### src/rtl/fft_agu.sv
// rtl/fft_agu.sv - address generation and sequencing for the in-place radix-2 DIT FFT
// Optional feature macro: AGU_LOAD_EN (bit-reversed sample load phase ahead of RUN)
module fft_agu #(
    parameter int N      = 9,
    parameter int BF_LAT = 1
) (
    input  logic                 clk,
    input  logic                 reset,
    input  logic                 start,
`ifdef AGU_LOAD_EN
    input  logic                 sample_valid,
    output logic                 load_phase,
`endif
    output logic                 busy,
    output logic                 done,
    output logic                 we,
    output logic [N-1:0]         add_a,
    output logic [N-1:0]         add_b,
    output logic [N-2:0]         tw_add,
    output logic [$clog2(N)-1:0] stage
);

    localparam int SW = $clog2(N);
    localparam int PW = (BF_LAT > 0) ? $clog2(BF_LAT + 1) : 1;

    localparam logic [PW-1:0]  P_LAST = PW'(BF_LAT);
    localparam logic [N-2:0]   I_LAST = {(N-1){1'b1}};
    localparam logic [SW-1:0]  S_LAST = SW'(N - 1);

    typedef enum logic [1:0] {
        IDLE   = 2'd0,
        RUN    = 2'd1,
        DONE_S = 2'd2,
        LOAD   = 2'd3
    } state_t;

    state_t        state_q, state_d;
    logic [SW-1:0] s_q, s_d;
    logic [N-2:0]  i_q, i_d;
    logic [PW-1:0] p_q, p_d;

    // Butterfly address terms derived from the registered stage/index
    logic [N-2:0]  mask;
    logic [N-2:0]  low;
    logic [N-2:0]  high;
    logic [N-1:0]  run_a;
    logic [N-1:0]  run_b;
    logic [N-2:0]  run_tw;

`ifdef AGU_LOAD_EN
    logic [N-1:0]  load_q, load_d;
    logic [N-1:0]  load_rev;
`endif

    // State and counter registers; reset aborts any transform immediately
    always_ff @(posedge clk) begin
        if (reset) begin
            state_q <= IDLE;
            s_q     <= '0;
            i_q     <= '0;
            p_q     <= '0;
`ifdef AGU_LOAD_EN
            load_q  <= '0;
`endif
        end else begin
            state_q <= state_d;
            s_q     <= s_d;
            i_q     <= i_d;
            p_q     <= p_d;
`ifdef AGU_LOAD_EN
            load_q  <= load_d;
`endif
        end
    end

    // Address arithmetic: insert a zero at bit s of i to get the upper leg
    always_comb begin
        mask   = ~({(N-1){1'b1}} << s_q);
        low    = i_q & mask;
        high   = i_q & ~mask;
        run_a  = {high, 1'b0} | {1'b0, low};
        run_b  = run_a | (N'(1) << s_q);
        run_tw = low << (N - 1 - int'(s_q));
`ifdef AGU_LOAD_EN
        load_rev = '0;
        for (int j = 0; j < N; j++) begin
            load_rev[j] = load_q[N-1-j];
        end
`endif
    end

    // Next-state, counter advance and output decode
    always_comb begin
        state_d = state_q;
        s_d     = s_q;
        i_d     = i_q;
        p_d     = p_q;
        busy    = 1'b0;
        done    = 1'b0;
        we      = 1'b0;
        add_a   = '0;
        add_b   = '0;
        tw_add  = '0;
        stage   = '0;
`ifdef AGU_LOAD_EN
        load_d     = load_q;
        load_phase = 1'b0;
`endif
        case (state_q)
            IDLE: begin
                if (start) begin
                    s_d = '0;
                    i_d = '0;
                    p_d = '0;
`ifdef AGU_LOAD_EN
                    load_d  = '0;
                    state_d = LOAD;
`else
                    state_d = RUN;
`endif
                end
            end
            RUN: begin
                busy   = 1'b1;
                add_a  = run_a;
                add_b  = run_b;
                tw_add = run_tw;
                stage  = s_q;
                if (p_q == P_LAST) begin
                    // Result is ready: write back in place and move on
                    we  = 1'b1;
                    p_d = '0;
                    if (i_q == I_LAST) begin
                        i_d = '0;
                        if (s_q == S_LAST) begin
                            s_d     = '0;
                            state_d = DONE_S;
                        end else begin
                            s_d = s_q + 1'b1;
                        end
                    end else begin
                        i_d = i_q + 1'b1;
                    end
                end else begin
                    p_d = p_q + 1'b1;
                end
            end
            DONE_S: begin
                done    = 1'b1;
                state_d = IDLE;
            end
`ifdef AGU_LOAD_EN
            LOAD: begin
                busy       = 1'b1;
                load_phase = 1'b1;
                if (sample_valid) begin
                    we     = 1'b1;
                    add_a  = load_rev;
                    add_b  = load_rev;
                    load_d = load_q + 1'b1;
                    if (load_q == {N{1'b1}}) begin
                        load_d  = '0;
                        state_d = RUN;
                    end
                end
            end
`endif
            default: begin
                state_d = IDLE;
            end
        endcase
    end

endmodule

### config.mk
export PLATFORM = sky130hd
export DESIGN_NAME = fft_agu
export DESIGN_NICKNAME = d
export VERILOG_FILES = /design/src/rtl/fft_agu.sv
export SDC_FILE = /design/constraint.sdc
export NUM_CORES = 1
export LEC_CHECK = 0
export CAP_MARGIN = 30
export CORE_MARGIN = 1.5
export CORE_UTILIZATION = 25
export CTS_CLUSTER_DIAMETER = 50
export DETAILED_ROUTE_END_ITERATION = 10
export RECOVER_POWER = 25
export SYNTH_ARGS = -nofsm -noshare
export SYNTH_HDL_FRONTEND = slang
export SYNTH_SLANG_ARGS = --single-unit
### constraint.sdc
create_clock -name clk -period 3.6 [get_ports clk]
set_clock_uncertainty 0.1 [all_clocks]
set_input_delay 0.72 -clock clk [delete_from_list [all_inputs] [get_ports clk]]
set_output_delay 0.72 -clock clk [all_outputs]
set_load 0.02 [all_outputs]
==> impl_metrics.env <==
export IMPL_ant_nets=0
export IMPL_power_density_nw_per_um2=178
export IMPL_p_total_uw=361
export IMPL_grt_pass1_wl_um=7400
export IMPL_final_min_clock_period_ps=3450
export IMPL_syn2layout_area_growth_pct=37.0
export IMPL_ys_ff_latch=15
export IMPL_grt_pass1_vias=1484
export IMPL_post_synth_inst_count=205
export IMPL_overflow=0
export IMPL_cts_sinks=15
export IMPL_place_congestion=0.944
export IMPL_rsz0062_at_grt="false"
export IMPL_setup_viol=0
export IMPL_antenna_cells=0
export IMPL_worst_slew_pin_slew_ps=478
export IMPL_clockBufferDepth=2
export IMPL_h_tree_depth=1
export IMPL_grt_start_max_net_pins=19
export IMPL_drc=0
export IMPL_yosysWarnings=0
export IMPL_clk_latency_ps=250
export IMPL_finalCritPeriodShare_pct=95.8
export IMPL_drive_gt1_share_pct=12.6
export IMPL_synth_main_ff_cell="dfxtp_1"
export IMPL_die_height_um=79.9
export IMPL_setup_tns_ps=0
export IMPL_end_kind="output pin"
export IMPL_synth_largest_area_cell="dfxtp_1"
export IMPL_synth_async_reset_ratio_pct=0
export IMPL_pin_count=36
export IMPL_drv_cap=0
export IMPL_fin_util_pct=36.1
export IMPL_cts_setup_buffers=0
export IMPL_cts_tree="built"
export IMPL_drt_iter0_markers=74
export IMPL_synth_edff_count=0
export IMPL_min_path_type="reg -> reg"
export IMPL_place_port_buffers=35
export IMPL_fmax_ghz=0.290
export IMPL_required_ps=2780
export IMPL_cts_clk_slew_worst_paths_ps=60
export IMPL_num_rows=27
export IMPL_nets=261
export IMPL_syn_num_nets=218
export IMPL_synthDistinctLibCells=48
export IMPL_hold_viol=0
export IMPL_maxSlewHeadroom_pct=68.0
export IMPL_antenna_found_initial=0
export IMPL_final_area_um2=2020
export IMPL_final_max_slew_violation_count=0
export IMPL_wirelength_um=4650
export IMPL_cts_buffers=3
export IMPL_critical_path_class="reg -> out"
export IMPL_vias=1597
export IMPL_synth_area_top_cells="dfxtp_1 (20%), ha_1 (8.5%), a21oi_1 (6.4%), nor2_1 (6.1%), nand2_1 (4.8%)"
export IMPL_wl_per_cell_um=14.6
export IMPL_cp_data_arrival_time_ps=2630
export IMPL_die_area_um2=6380
export IMPL_die_w_um=79.9
export IMPL_worst_path_max_fanout=9
export IMPL_whs_ps=362
export IMPL_placed_area_um2=1970
export IMPL_synth_top_area_share_pct=20.3
export IMPL_hpwl_um=3600
export IMPL_status="complete, no violations"
export IMPL_ctsHoldBuffers=0
export IMPL_synth_area_um2=1480
export IMPL_start_kind="flip-flop"
export IMPL_start_util_pct=26.3
export IMPL_ctsRootBufferMaster="clkbuf_8"
export IMPL_ir_drop_mv=0.116
export IMPL_p_leak_nw=0.803
export IMPL_first_pass_iters=4
export IMPL_grtUsageTotal_pct=14.9
export IMPL_core_area_um2=5610
export IMPL_vias_per_cell=5.01
export IMPL_synth_seq_area_share_pct=20.3
export IMPL_syn_area_per_cell_um2=7.20
what timing repair did:
| item | 4_1_cts | 5_1_grt |
|---|---|---|
| resized for setup | 1 | 5 |
| endpoints found under the setup margin | 1 | 2 |
| endpoints found under the hold margin | 0 | 0 |
power by group:
part	total, mW	internal, mW	leakage [nW]	switching, mW
Sequential	0.173	0.169	0.122	0.00399
Combinational	0.0504	0.0190	0.659	0.0314
Clock	0.137	0.0784	0.0228	0.0587
Total	0.361	0.267	0.803	0.0941
per-stage QoR:
stage / setup WS, ps / cells
floorplan: 48.1 / 205
global placement: 243 / 315
detailed placement: 207 / 315
CTS: 35.3 / 319
global route: 21.7 / 319
finish: 150 / 319
layer usage:
metal | vias to the layer above | global-route usage, % | wire (um)
li1 | 811 | - | -
met4 | 0 | 2.76 | 28
met3 | 4 | 3.89 | 283
met2 | 48 | 23.3 | 2110
met1 | 734 | 20.7 | 2220
met5 | - | 0 | 0
final cells by class:
class | instances | area, um2
Inverter | 11 | 45.0
Fill cell | 624 | 3580
Multi-Input combinational cell | 167 | 1080
Tap cell | 72 | 90.1
Sequential cell | 15 | 300
Clock buffer | 4 | 45.0
Timing Repair Buffer | 50 | 459
sequential cells by signal (all words and copies together), names as in the netlist:
register / cells
state_q: 2
s_q: 4
i_q: 8
p_q: 1
synthesized netlist by cell type (all sizes together) (2+ instances only):
master	number
or4	2
nand2b	6
a211oi	2
o31ai	4
inv	9
xor2	3
clkbuf	6
nand2	19
nor3	3
buf	6
nor4	3
a31o	4
nand3	5
o21ai	9
o21ba	2
dfxtp	15
nor2	24
clkinv	2
nor2b	6
a21oi	19
nand4	6
mux2i	6
ha	10
o22ai	3
and2	2
or3	5
a21o	2
a31oi	3
xnor2	4
mux2	2
final timing paths:
path                                          start                   to  slack [ps]  cells past startpoint
worst min-delay path               p_q$_SDFFE_PP0P_     p_q$_SDFFE_PP0P_         360                      1
worst max register to register  i_q[0]$_SDFFE_PP0P_  s_q[1]$_SDFFE_PP0P_        1200                      7
worst max-delay path            s_q[0]$_SDFFE_PP0P_            tw_add[4]         150                     10
worst min register to register     p_q$_SDFFE_PP0P_     p_q$_SDFFE_PP0P_         360                      1
worst max-delay path: stages (launching register included):
cell and delay (ps):
dfxtp_1 360, inv_2 50, buf_4 170, ha_1 200, inv_1 50, ha_1 280
inv_1 150, mux2i_1 220, a32oi_1 120, a21oi_1 150, clkdlybuf4s50_1 620
cells by family after synthesis:
group | share of synthesized area [%]
flops | 20.3
fa+ha+maj | 8.47
xor+xnor | 4.15
mux | 7.37
compound gates | 23.4
buf+inv | 6.69
simple gates | 29.6
cells in the final DEF (no fill, tap or decap), drive strengths merged, types with 2 or more instances in the layout:
cell type      synthesis  layout
a31oi                  3       3
xor2                   3       3
nor2b                  6       6
nor4                   3       3
buf                    6      13
dlymetal6s2s           0       2
o22ai                  3       3
a31o                   4       4
dlygate4sd3            0       2
o31ai                  4       4
nand2                 19      19
nand4                  6       6
or4                    2       2
clkbuf                 6       6
nor2                  24      24
dfxtp                 15      15
nand2b                 6       6
ha                    10      10
and2                   2       2
or3                    5       5
o21ba                  2       2
mux2                   2       2
clkdlybuf4s50          0      30
xnor2                  4       4
mux2i                  6       6
nand3                  5       5
nor3                   3       3
a21o                   2       2
a211oi                 2       2
inv                    9       9
a21oi                 19      19
o21ai                  9       9
Power figures use the tool's default switching activity.
